[src/rtl/fnd_scan_controller.sv]
// Four-digit multiplexed 7-segment (FND) scan controller: prescaled digit scan,
// frame-synchronous display loading, leading-zero blanking and per-digit blink.
module fnd_scan_controller #(
  parameter int unsigned SYS_CLK_HZ   = 100_000_000,
  parameter int unsigned SCAN_HZ      = 1_000,
  parameter int unsigned BLINK_FRAMES = 125
) (
  input  logic        i_clk,
  input  logic        i_reset,
  input  logic [15:0] i_bcd,
  input  logic        i_load,
  input  logic [3:0]  i_dp,
  input  logic [3:0]  i_blink_mask,
  input  logic        i_blank_lz,
  input  logic        i_enable,
  output logic [2:0]  o_digitSelect,
  output logic        o_en,
  output logic [3:0]  o_value,
  output logic        o_dp,
  output logic        o_load_ack
);

  localparam int unsigned DIV = SYS_CLK_HZ / SCAN_HZ;
  localparam int unsigned PW  = (DIV > 1) ? $clog2(DIV) : 1;
  localparam int unsigned BW  = $clog2(BLINK_FRAMES + 1);
  localparam logic [PW-1:0] PRE_LAST   = PW'(DIV - 1);
  localparam logic [BW-1:0] BLINK_LAST = BW'(BLINK_FRAMES - 1);

  logic [PW-1:0] pre_cnt;
  logic [1:0]    digit;
  logic [15:0]   staging;
  logic [15:0]   display;
  logic          pending;
  logic [BW-1:0] frame_cnt;
  logic          blink_hidden;

  logic          tick;
  logic          boundary;
  logic [1:0]    digit_next;
  logic [15:0]   staging_next;
  logic [15:0]   display_next;
  logic          pending_next;
  logic          ack_next;
  logic [BW-1:0] frame_cnt_next;
  logic          blink_hidden_next;
  logic [15:0]   upper;
  logic          leading_zero;
  logic          en_next;

  assign tick       = (pre_cnt == PRE_LAST);
  assign boundary   = tick && (digit == 2'd3);
  assign digit_next = digit + 2'd1;

  // NOTE: every signal written here gets a default first, so no path leaves it unassigned and no latch is inferred.
  always_comb begin
    staging_next      = staging;
    display_next      = display;
    pending_next      = pending;
    ack_next          = 1'b0;
    frame_cnt_next    = frame_cnt;
    blink_hidden_next = blink_hidden;

    if (i_load) begin
      staging_next = i_bcd;
      pending_next = 1'b1;
    end

    if (boundary) begin
      // A load landing on the boundary itself bypasses staging entirely.
      if (i_load) begin
        display_next = i_bcd;
        pending_next = 1'b0;
        ack_next     = 1'b1;
      end else if (pending) begin
        display_next = staging;
        pending_next = 1'b0;
        ack_next     = 1'b1;
      end

      if (frame_cnt == BLINK_LAST) begin
        frame_cnt_next    = '0;
        blink_hidden_next = ~blink_hidden;
      end else begin
        frame_cnt_next = frame_cnt + BW'(1);
      end
    end
  end

  // Outputs describe the digit being entered, using post-edge display and blink state.
  assign upper        = display_next >> {digit_next, 2'b00};
  assign leading_zero = i_blank_lz && (digit_next != 2'd0) && (upper == 16'h0000);
  assign en_next      = i_enable && !leading_zero &&
                        !(i_blink_mask[digit_next] && blink_hidden_next);

  // NOTE: sequential state uses non-blocking assignments so every register samples pre-edge values.
  always_ff @(posedge i_clk or posedge i_reset) begin
    if (i_reset) begin
      pre_cnt       <= '0;
      digit         <= 2'd0;
      staging       <= 16'h0000;
      display       <= 16'h0000;
      pending       <= 1'b0;
      frame_cnt     <= '0;
      blink_hidden  <= 1'b0;
      o_digitSelect <= 3'd0;
      o_en          <= 1'b0;
      o_value       <= 4'd0;
      o_dp          <= 1'b0;
      o_load_ack    <= 1'b0;
    end else begin
      pre_cnt      <= tick ? '0 : pre_cnt + PW'(1);
      staging      <= staging_next;
      display      <= display_next;
      pending      <= pending_next;
      frame_cnt    <= frame_cnt_next;
      blink_hidden <= blink_hidden_next;
      o_load_ack   <= ack_next;
      if (tick) begin
        digit         <= digit_next;
        o_digitSelect <= {1'b0, digit_next};
        o_en          <= en_next;
        o_value       <= upper[3:0];
        o_dp          <= i_dp[digit_next] & en_next;
      end
    end
  end

endmodule
[config.mk]
export PLATFORM = sky130hd
export DESIGN_NAME = fnd_scan_controller
export DESIGN_NICKNAME = d
export VERILOG_FILES = /design/src/rtl/fnd_scan_controller.sv
export SDC_FILE = /design/constraint.sdc
export NUM_CORES = 1
export LEC_CHECK = 0
export ABC_AREA = 1
export CORE_MARGIN = 2
export CORE_UTILIZATION = 51
export DETAILED_ROUTE_END_ITERATION = 8
export GPL_ROUTABILITY_DRIVEN = 0
export GPL_TIMING_DRIVEN = 1
export PLACE_DENSITY = 0.78
export SLEW_MARGIN = 20
export SYNTH_ARGS = -nofsm -noshare
export SYNTH_HDL_FRONTEND = slang
export SYNTH_SLANG_ARGS = --single-unit
[constraint.sdc]
create_clock -name i_clk -period 2.06 [get_ports i_clk]
set_input_delay 0.412 -clock i_clk [delete_from_list [all_inputs] [get_ports i_clk]]
set_output_delay 0.412 -clock i_clk [all_outputs]
set_load 0.01 [all_outputs]
==> flow_summary.json, run 1 <==
{
  "status": "finished with violations",
  "violations": "setup timing",
  "peakVddDrop_uv": 453,
  "required_ns": 2.30,
  "drc": 0,
  "max_cap_violations": 0,
  "ys_seq_area_frac": 0.450,
  "final_util": 0.665,
  "p_sw_w": 0.000646,
  "antenna_cells_inserted": 0,
  "num_io_pins": 39,
  "syn_to_final_growth_pct": 28.1,
  "max_clock_freq_mhz": 485,
  "drive_above_1_share": 0.168,
  "fin_crit_ns": 2.06,
  "pwr-share-seq": 0.507,
  "synth_top_area_share": 0.450,
  "ant_nets": 0,
  "cp_cell_sequence": "ha_4, nand2_2, nor2_4, nand3_2, nor2_4, buf_4, nand2_2, inv_1, nand4_1, buf_4, xor2_1, nor2_1",
  "clk_latency_ns": 0.35,
  "grt_pass1_wl_um": 14600,
  "syn_inst": 509,
  "finalCritPeriodShare": 1.00,
  "synthTopCellsByArea": "dfrtp_1 (45%), nand2_1 (18%), nand3_1 (5.6%)",
  "dieArea_mm2": 0.00801,
  "hold_viol_final": 0,
  "clock_skew_ns": 0.00824,
  "async_flop_share": 1.00,
  "yosysMostFrequentCell": "nand2_1",
  "clkTransAtPathRegs_ns": 0.08,
  "fin_ws_ns": -0.000256,
  "dp.cells": 657,
  "yosysTopAreaCell": "dfrtp_1",
  "syn_area_per_cell_um2": 7.32,
  "netlist_top_cells_count": "nand2_1 (178), dfrtp_1 (67), inv_1 (53)",
  "vias": 3558,
  "synth_edf_count": 0,
  "grt_pass1_vias": 3211,
  "endpoint_kind": "flip-flop",
  "dr.pass1.iters": 5,
  "crit_fanout": 6,
  "synth_area_mm2": 0.00373,
  "finalSetupViolations": 1,
  "wl_um": 9300,
  "p_int_w": 0.00203,
  "hold_class": "in2async",
  "fin_nets": 608,
  "powerDensity_mw_per_mm2": 561,
  "drt_iter0_drc": 186,
  "htree_levels": 3,
  "track_usage": 0.238,
  "fillers": 577,
  "critPathSlowestCell": "dfrtp_1",
  "wl_per_cell_um": 13.7,
  "crit_type": "reg2reg",
  "dpl_cell_area_mm2": 0.00441,
  "die_w_um": 89.5,
  "cts_tree": "done",
  "setup.worst_path.start_class": "flip-flop",
  "ys_warn_count": 0,
  "rsz0062_at_grt": "yes",
  "p_clk_frac": 0.419,
  "p_sw_frac": 0.241,
  "via_per_inst": 5.25,
  "overflow": 0,
  "cts-root-buf": "clkbuf_8",
  "fin_area_mm2": 0.00477,
  "clockBufferDepth": 2,
  "regArea_mm2": 0.00168,
  "std_cell_rows": 31,
  "p_leak_nw": 2.38,
  "cts-buffers-inserted": 9,
  "antenna_found_initial": 0,
  "port_buffers": 37,
  "drv_slew": 0,
  "crit_arrival_ns": 2.30,
  "start_util": 0.519,
  "synth_flop_cell": "dfrtp_1",
  "grt_max_degree": 25,
  "p_comb_frac": 0.074,
  "whs_ns": 0.369,
  "ys_seq_elements": 67,
  "stdcell_count": 678,
  "clock-sinks": 67,
  "cpPeakStageDelay_ns": 0.40,
  "fp.coreArea_mm2": 0.00718,
  "dpl.hpwl_um": 6440,
  "ys_types": 35,
  "multi_input_area_mm2": 0.00187,
  "ff2ff_setup_slack_ns": -0.0003,
  "mappedNetlistNets": 543,
  "die_y_um": 89.5
}
## layer usage
layer,global-route usage,vias to the layer above,wire length (um)
met2,0.406,75,4690
met4,0.0746,0,139
li1,-,1754,-
met1,0.301,1715,4110
met5,0,-,0
met3,0.0554,14,352
## cells in the final DEF, fill, tap and decap left out, types with 4 or more instances in the layout
cell type          n
buf_12             5
nand4_1           13
clkdlybuf4s50_1   37
o21ai_0           25
buf_4             29
a21boi_0           4
nand2_2           12
nor2_4             6
nor2_1            42
dfrtp_1           66
inv_1             49
ha_1               4
nand3_2            8
inv_2              5
nor2_2             6
clkbuf_8          10
nand3_1           34
nand2_1          171
xor2_1             7
a21oi_1           11
## cells by family after synthesis
kind of cell | Yosys count | synth area share
fa+ha+maj | 5 | 0.0168
other cells | 1 | 0.00101
flops | 67 | 0.450
simple gates | 305 | 0.354
buf+inv | 73 | 0.0829
xor+xnor | 7 | 0.0164
compound gates | 51 | 0.0785
## per-stage QoR
| stage | setup TNS [ns] | power [W] | setup WS, ns |
|---|---|---|---|
| 2_1_floorplan | 0 | 0.00148 | 0.209 |
| 3_3_place_gp | -0.368 | 0.00158 | -0.148 |
| 3_5_place_dp | -0.565 | 0.00158 | -0.200 |
| 4_1_cts | 0 | 0.00270 | 0.0230 |
| 5_1_grt | -0.784 | 0.00278 | -0.144 |
| 6_report | -0.000256 | 0.00268 | -0.000256 |
## power groups by stage
stage	Sequential [W]	Clock, W	Combinational [W]
2_1_floorplan	0.00138	0	0.0000998
3_3_place_gp	0.00138	0	0.000194
3_5_place_dp	0.00138	0	0.000198
4_1_cts	0.00136	0.00114	0.000200
5_1_grt	0.00136	0.00120	0.000225
6_report	0.00136	0.00112	0.000198
## layout make-up
| type | instances | area share |
|---|---|---|
| Clock buffer | 10 | 0.0288 |
| Clock inverter | 6 | 0.0134 |
| Inverter | 55 | 0.0440 |
| Multi-Input combinational cell | 370 | 0.392 |
| Sequential cell | 67 | 0.351 |
| Tap cell | 99 | 0.0259 |
| Timing Repair Buffer | 71 | 0.144 |
## path summary, 6_finish.rpt
kind	startpoint	to	depth (start not counted)
hold reg to reg	blink_hidden$_DFF_PP0_	blink_hidden$_DFF_PP0_	1
setup reg to reg	pre_cnt[1]$_DFF_PP0_	frame_cnt[3]$_DFFE_PP0N_	12
hold / removal	i_reset	staging[13]$_DFFE_PP0P_	2
max in group asynchronous	i_reset	pre_cnt[8]$_DFF_PP0_	3
min in group i_clk	blink_hidden$_DFF_PP0_	blink_hidden$_DFF_PP0_	1
setup / recovery	pre_cnt[1]$_DFF_PP0_	frame_cnt[3]$_DFFE_PP0N_	12
## state kept, by name, indices dropped and copies added (netlist names), 2 cells and up
register / cells
display: 16
digit: 2
o_value: 4
pre_cnt: 17
staging: 16
frame_cnt: 7
## worst max-delay path, delay by kind of cell, from the launching register on
family / cells / cell delay, ns
xor+xnor: 1 / 0.16
buf+inv: 3 / 0.40
flops: 1 / 0.40
fa+ha+maj: 1 / 0.17
simple gates: 7 / 0.81
## repair_timing
action	4_1_cts	5_1_grt
resized for setup	2	32
buffers inserted	0	4
hold buffers	0	0
gates cloned	0	1
pin swaps	0	9
setup endpoints to repair	3	13
Power figures use the tool's default switching activity.
==> inputs of run 2 (changes only) <==
- PLACE_DENSITY: 0.78 -> 0.76
==> run 2 against run 1 <==
The run still ends with setup timing left. Combinational power is 2% higher. Final cell count is 1.3% higher. Global-route usage is 0.65 points higher. Clock power is 8% higher. Worst hold slack better by 0.064 ns. Clock-buffer cell count is 1 lower. Sequential share of layout area is 1.4 points lower. Sequential power hardly changed. Non-clock buffer count is 9 higher. Die area stayed put. Critical path type unchanged. Critical endpoint is now o_dp$_DFFE_PP0N_.
==> flow_summary.json, run 2 (synthesis results as in run 1) <==
{
  "drc": 0,
  "grt_pass1_vias": 3280,
  "overflow": 0,
  "finalSetupViolations": 3,
  "htree_levels": 3,
  "slew_headroom": 0.661,
  "use_met2": 0.398,
  "ff2ff_setup_slack_ns": -0.08,
  "drt_iter0_drc": 277,
  "fin_ws_ns": -0.0752,
  "max_clock_freq_mhz": 468,
  "violations": "setup timing",
  "vias": 3622,
  "finalCritPeriodShare": 1.04,
  "required_ns": 2.31,
  "fin_nets": 617,
  "crit_arrival_ns": 2.39,
  "dpl_cell_area_mm2": 0.00442,
  "rsz0062_at_grt": "yes",
  "layout_commonest_cell": "nand2_1",
  "fin_crit_ns": 2.14,
  "p_leak_nw": 2.49,
  "critPathSlowestCell": "dfrtp_1",
  "grt_most_used_layer": "met2",
  "powerDensity_mw_per_mm2": 555,
  "status": "finished with violations",
  "setup.worst_path.start_class": "flip-flop",
  "regMostFlops": "pre_cnt",
  "layout_common_cells": "nand2_1 (162), dfrtp_1 (65), inv_1 (46), nor2_1 (40), clkdlybuf4s50_1 (37)",
  "via_per_inst": 5.27,
  "num_io_pins": 39,
  "timing.rr.end": "o_dp$_DFFE_PP0N_",
  "drv_slew": 0,
  "reg2reg_from": "pre_cnt[4]$_DFF_PP0_",
  "clk_latency_ns": 0.36,
  "cts_tree": "done",
  "hold_class": "in2async",
  "cp-startpoint": "pre_cnt[4]$_DFF_PP0_",
  "clock-sinks": 67,
  "dpl.hpwl_um": 6590,
  "max_cap_violations": 0,
  "std_cell_rows": 31,
  "drive_above_1_share": 0.216,
  "clkTransAtPathRegs_ns": 0.07,
  "cp_cell_sequence": "inv_2, nor2_4, buf_4, nand3_2, nor2_4, buf_6, nand3_2, nand2_2, nand2_1, nand2_1, nand2_1, nor2_1, nand2_1, nand2_1, nand2_1, nand3_1, nand2_1",
  "cts-root-buf": "clkbuf_8",
  "endpoint_kind": "flip-flop",
  "final_util": 0.695,
  "fp.coreArea_mm2": 0.00718,
  "tightest_slew_ns": 0.507,
  "cpPeakStageDelay_ns": 0.43,
  "crit_type": "reg2reg",
  "largest_reg_flops": 17,
  "port_buffers": 37,
  "worstSetupEndpoint": "o_dp$_DFFE_PP0N_",
  "grt_pass1_wl_um": 14800,
  "cts-buffers-inserted": 9,
  "fin_area_mm2": 0.00498,
  "crit_fanout": 5,
  "grt_max_degree": 28,
  "postCtsHoldBufs": 0,
  "reg2reg_depth": 17,
  "hold_viol_final": 0,
  "wl_um": 9970,
  "syn_to_final_growth_pct": 33.7,
  "wl_per_cell_um": 14.5,
  "reg_top3": "pre_cnt x17, display x16, staging x16",
  "clockBufferDepth": 2,
  "peakVddDrop_uv": 376,
  "track_usage": 0.245,
  "clock_skew_ns": 0.0143,
  "die_y_um": 89.5,
  "ant_nets": 0,
  "dr.pass1.iters": 5,
  "crit_top_cell": "nand2_1",
  "antenna_cells_inserted": 0,
  "dieArea_mm2": 0.00801,
  "die_w_um": 89.5,
  "use_met3": 0.0563,
  "met1_usage": 0.311,
  "start_util": 0.519,
  "antenna_found_initial": 0
}
==> run 2: cell type report <==
type	instances	area (um2)
inverters	55	213
clock inverters	7	92.6
fillers	572	2190
multi-input cells	370	1980
well taps	99	124
repair buffers	80	776
flip-flops and latches	67	1680
clock buffers	9	124
==> run 2: metrics by stage <==
step | power [W] | TNS (ns) | std cells | hold WS [ns] | setup WS, ns
3_5_place_dp | 0.00159 | -0.531 | 660 | 0.457 | -0.198
2_1_floorplan | 0.00148 | 0 | 509 | 0.432 | 0.209
3_3_place_gp | 0.00158 | -0.382 | 660 | 0.451 | -0.153
5_1_grt | 0.00287 | -0.780 | 687 | 0.486 | -0.182
4_1_cts | 0.00278 | 0 | 677 | 0.444 | 0.0173
6_report | 0.00277 | -0.200 | 687 | 0.434 | -0.0752
==> run 2: worst min path at each step <==
stage | from | to | slack, ns | depth (start not counted)
5_1_grt | i_reset | pre_cnt[1]$_DFF_PP0_ | 0.49 | 2
3_3_place_gp | blink_hidden$_DFF_PP0_ | blink_hidden$_DFF_PP0_ | 0.45 | 1
6_report | i_reset | pre_cnt[1]$_DFF_PP0_ | 0.43 | 2
3_5_place_dp | staging[7]$_DFFE_PP0P_ | staging[7]$_DFFE_PP0P_ | 0.46 | 2
2_1_floorplan | pre_cnt[0]$_DFF_PP0_ | pre_cnt[0]$_DFF_PP0_ | 0.43 | 1
4_1_cts | i_reset | pre_cnt[11]$_DFF_PP0_ | 0.44 | 2
==> run 2: critical path: cells and delay by family (launching register included) <==
kind | cells | cell delay (ns)
and+or+nand+nor | 14 | 1.25
DFF | 1 | 0.43
buffers and inverters | 3 | 0.36
==> run 2: repair_timing <==
item / in CTS / in global routing
pin swaps: 5 / 29
gates cloned: 1 / 1
gates resized for setup: 11 / 57
buffers inserted: 0 / 10
endpoints found under the setup margin: 3 / 11
==> run 2: routing by layer <==
layer / wire length [um] / part of all wire
met4: 197 / 0.020
met3: 606 / 0.061
met5: 0 / 0
met2: 4940 / 0.50
met1: 4220 / 0.42
==> run 2: report_power, final <==
| part | internal, W | switching [W] | total, W | leakage [nW] |
|---|---|---|---|---|
| Clock | 0.000678 | 0.000528 | 0.00121 | 0.113 |
| Sequential | 0.00134 | 0.0000169 | 0.00136 | 0.806 |
| Combinational | 0.000103 | 0.0000996 | 0.000202 | 1.57 |
| Total | 0.00212 | 0.000644 | 0.00277 | 2.49 |
==> patch: new RTL, flow settings as in run 2 <==
`staging` no longer has a reset.
--- a/src/rtl/fnd_scan_controller.sv
+++ b/src/rtl/fnd_scan_controller.sv
@@ -97,7 +97,6 @@
     if (i_reset) begin
       pre_cnt       <= '0;
       digit         <= 2'd0;
-      staging       <= 16'h0000;
       display       <= 16'h0000;
       pending       <= 1'b0;
       frame_cnt     <= '0;
@@ -109,7 +108,6 @@
       o_load_ack    <= 1'b0;
     end else begin
       pre_cnt      <= tick ? '0 : pre_cnt + PW'(1);
-      staging      <= staging_next;
       display      <= display_next;
       pending      <= pending_next;
       frame_cnt    <= frame_cnt_next;
@@ -125,4 +123,8 @@
     end
   end
 
+  always_ff @(posedge i_clk) begin
+    staging <= staging_next;
+  end
+
 endmodule
Behaviour: same outputs for any inputs over 10 cycles, from zero or initial values and one cycle with i_reset high; that may be too few to reach the edited logic, so the function may still have changed.
==> patch against run 2 <==
  * The flow still finishes with violations (setup timing)
  * Synthesized cell count is 9.8% lower
  * Sequential cell count stayed put
  * Clock skew decreased by 0.0043 ns
  * Final area shrank 5.0%
  * Routed wire length decreased by 5.0%
  * Sequential share of layout area is 3.4 points higher
  * Via count fell by 4.5%
  * Critical path depth decreased by 4
  * Synthesized area down 2.6%
  * Setup slack worse by 0.030 ns
  * Highest routed layer unchanged
  * Power shrank 0.87%
  * First-iteration DRC count decreased by 26%
==> patch: results (changes against run 2) <==
finish:
  num-nonclk-buffers: 85  # +6.3%
  nFillCells: 537  # -6.1%
  num-nets-final: 573  # -7.1%
  clockNetworkAreaShare_pct: 4.414  # +0.071 points
  multi_input_area_mm2: 0.001674  # -15%
  bufAreaShareNonClock_pct: 16.05  # +0.48 points
global_route:
  grt_use_met2_pct: 40.12  # +0.33 points
  grt_pass1_wl_um: 14810  # -0.14%
  grt_util_met1_pct: 32.29  # +1.1 points
  gr-usage-all-layers_pct: 24.57  # +0.075 points
routing:
  route.met2.wl_um: 4509  # -8.8%
  vias: 3459  # -4.5%
  viasPerCell: 5.405  # +2.5%
synthesis:
  synth-edff-count: 16  # +16
  synth_xor_xnor_area_share_pct: 1.447  # -0.20 points
  synth.avg_cell_area_um2: 7.911  # +8.0%
  syn_nets: 493  # -9.2%
  synth-compound-area-share_pct: 7.099  # -0.76 points
  ys_types: 36  # +2.9%
sta:
  setup_viol: 6  # +3
  skew_ns: 0.009970  # -0.004287 ns
  setup_ws_ns: -0.1052  # -0.02996 ns
run_status:
  violations: "setup timing"
  status: "finished with violations"
critical_path:
  crit_fanout: 14  # +9
clock_network:
  cts.repair.resized: 8  # -3
  postCtsSetupBuffers: 5  # +5
place:
  dp_hpwl_um: 6268  # -4.9%
power:
  ir_drop_v: 0.0004520  # +20%
patch: cell count changes after synthesis, moves of 9 or more:
cell and delta:
nand3_1 -11, dfrtp_1 -16, nand2_1 -44, nand4_1 +9
edfxtp_1 +16, a31oi_1 +11
patch: worst paths after layout:
check / to / from / cells past startpoint
worst max-delay path: o_value[1] / pre_cnt[1] / 13
worst min-delay path: frame_cnt[1] / i_reset / 2
worst max register to register: o_value[1] / pre_cnt[1] / 13
worst min register to register: blink_hidden / blink_hidden / 1
max in group asynchronous: display[0] / i_reset / 3
min in group i_clk: blink_hidden / blink_hidden / 1
patch: power groups by stage:
stage          Sequential [mW]  Combinational (mW)  Clock (mW)
6_report                  1.39               0.159        1.19
3_3_place_gp              1.42               0.157           0
5_1_grt                   1.40               0.175        1.26
3_5_place_dp              1.42               0.157           0
4_1_cts                   1.39               0.158        1.21
2_1_floorplan             1.42              0.0651           0
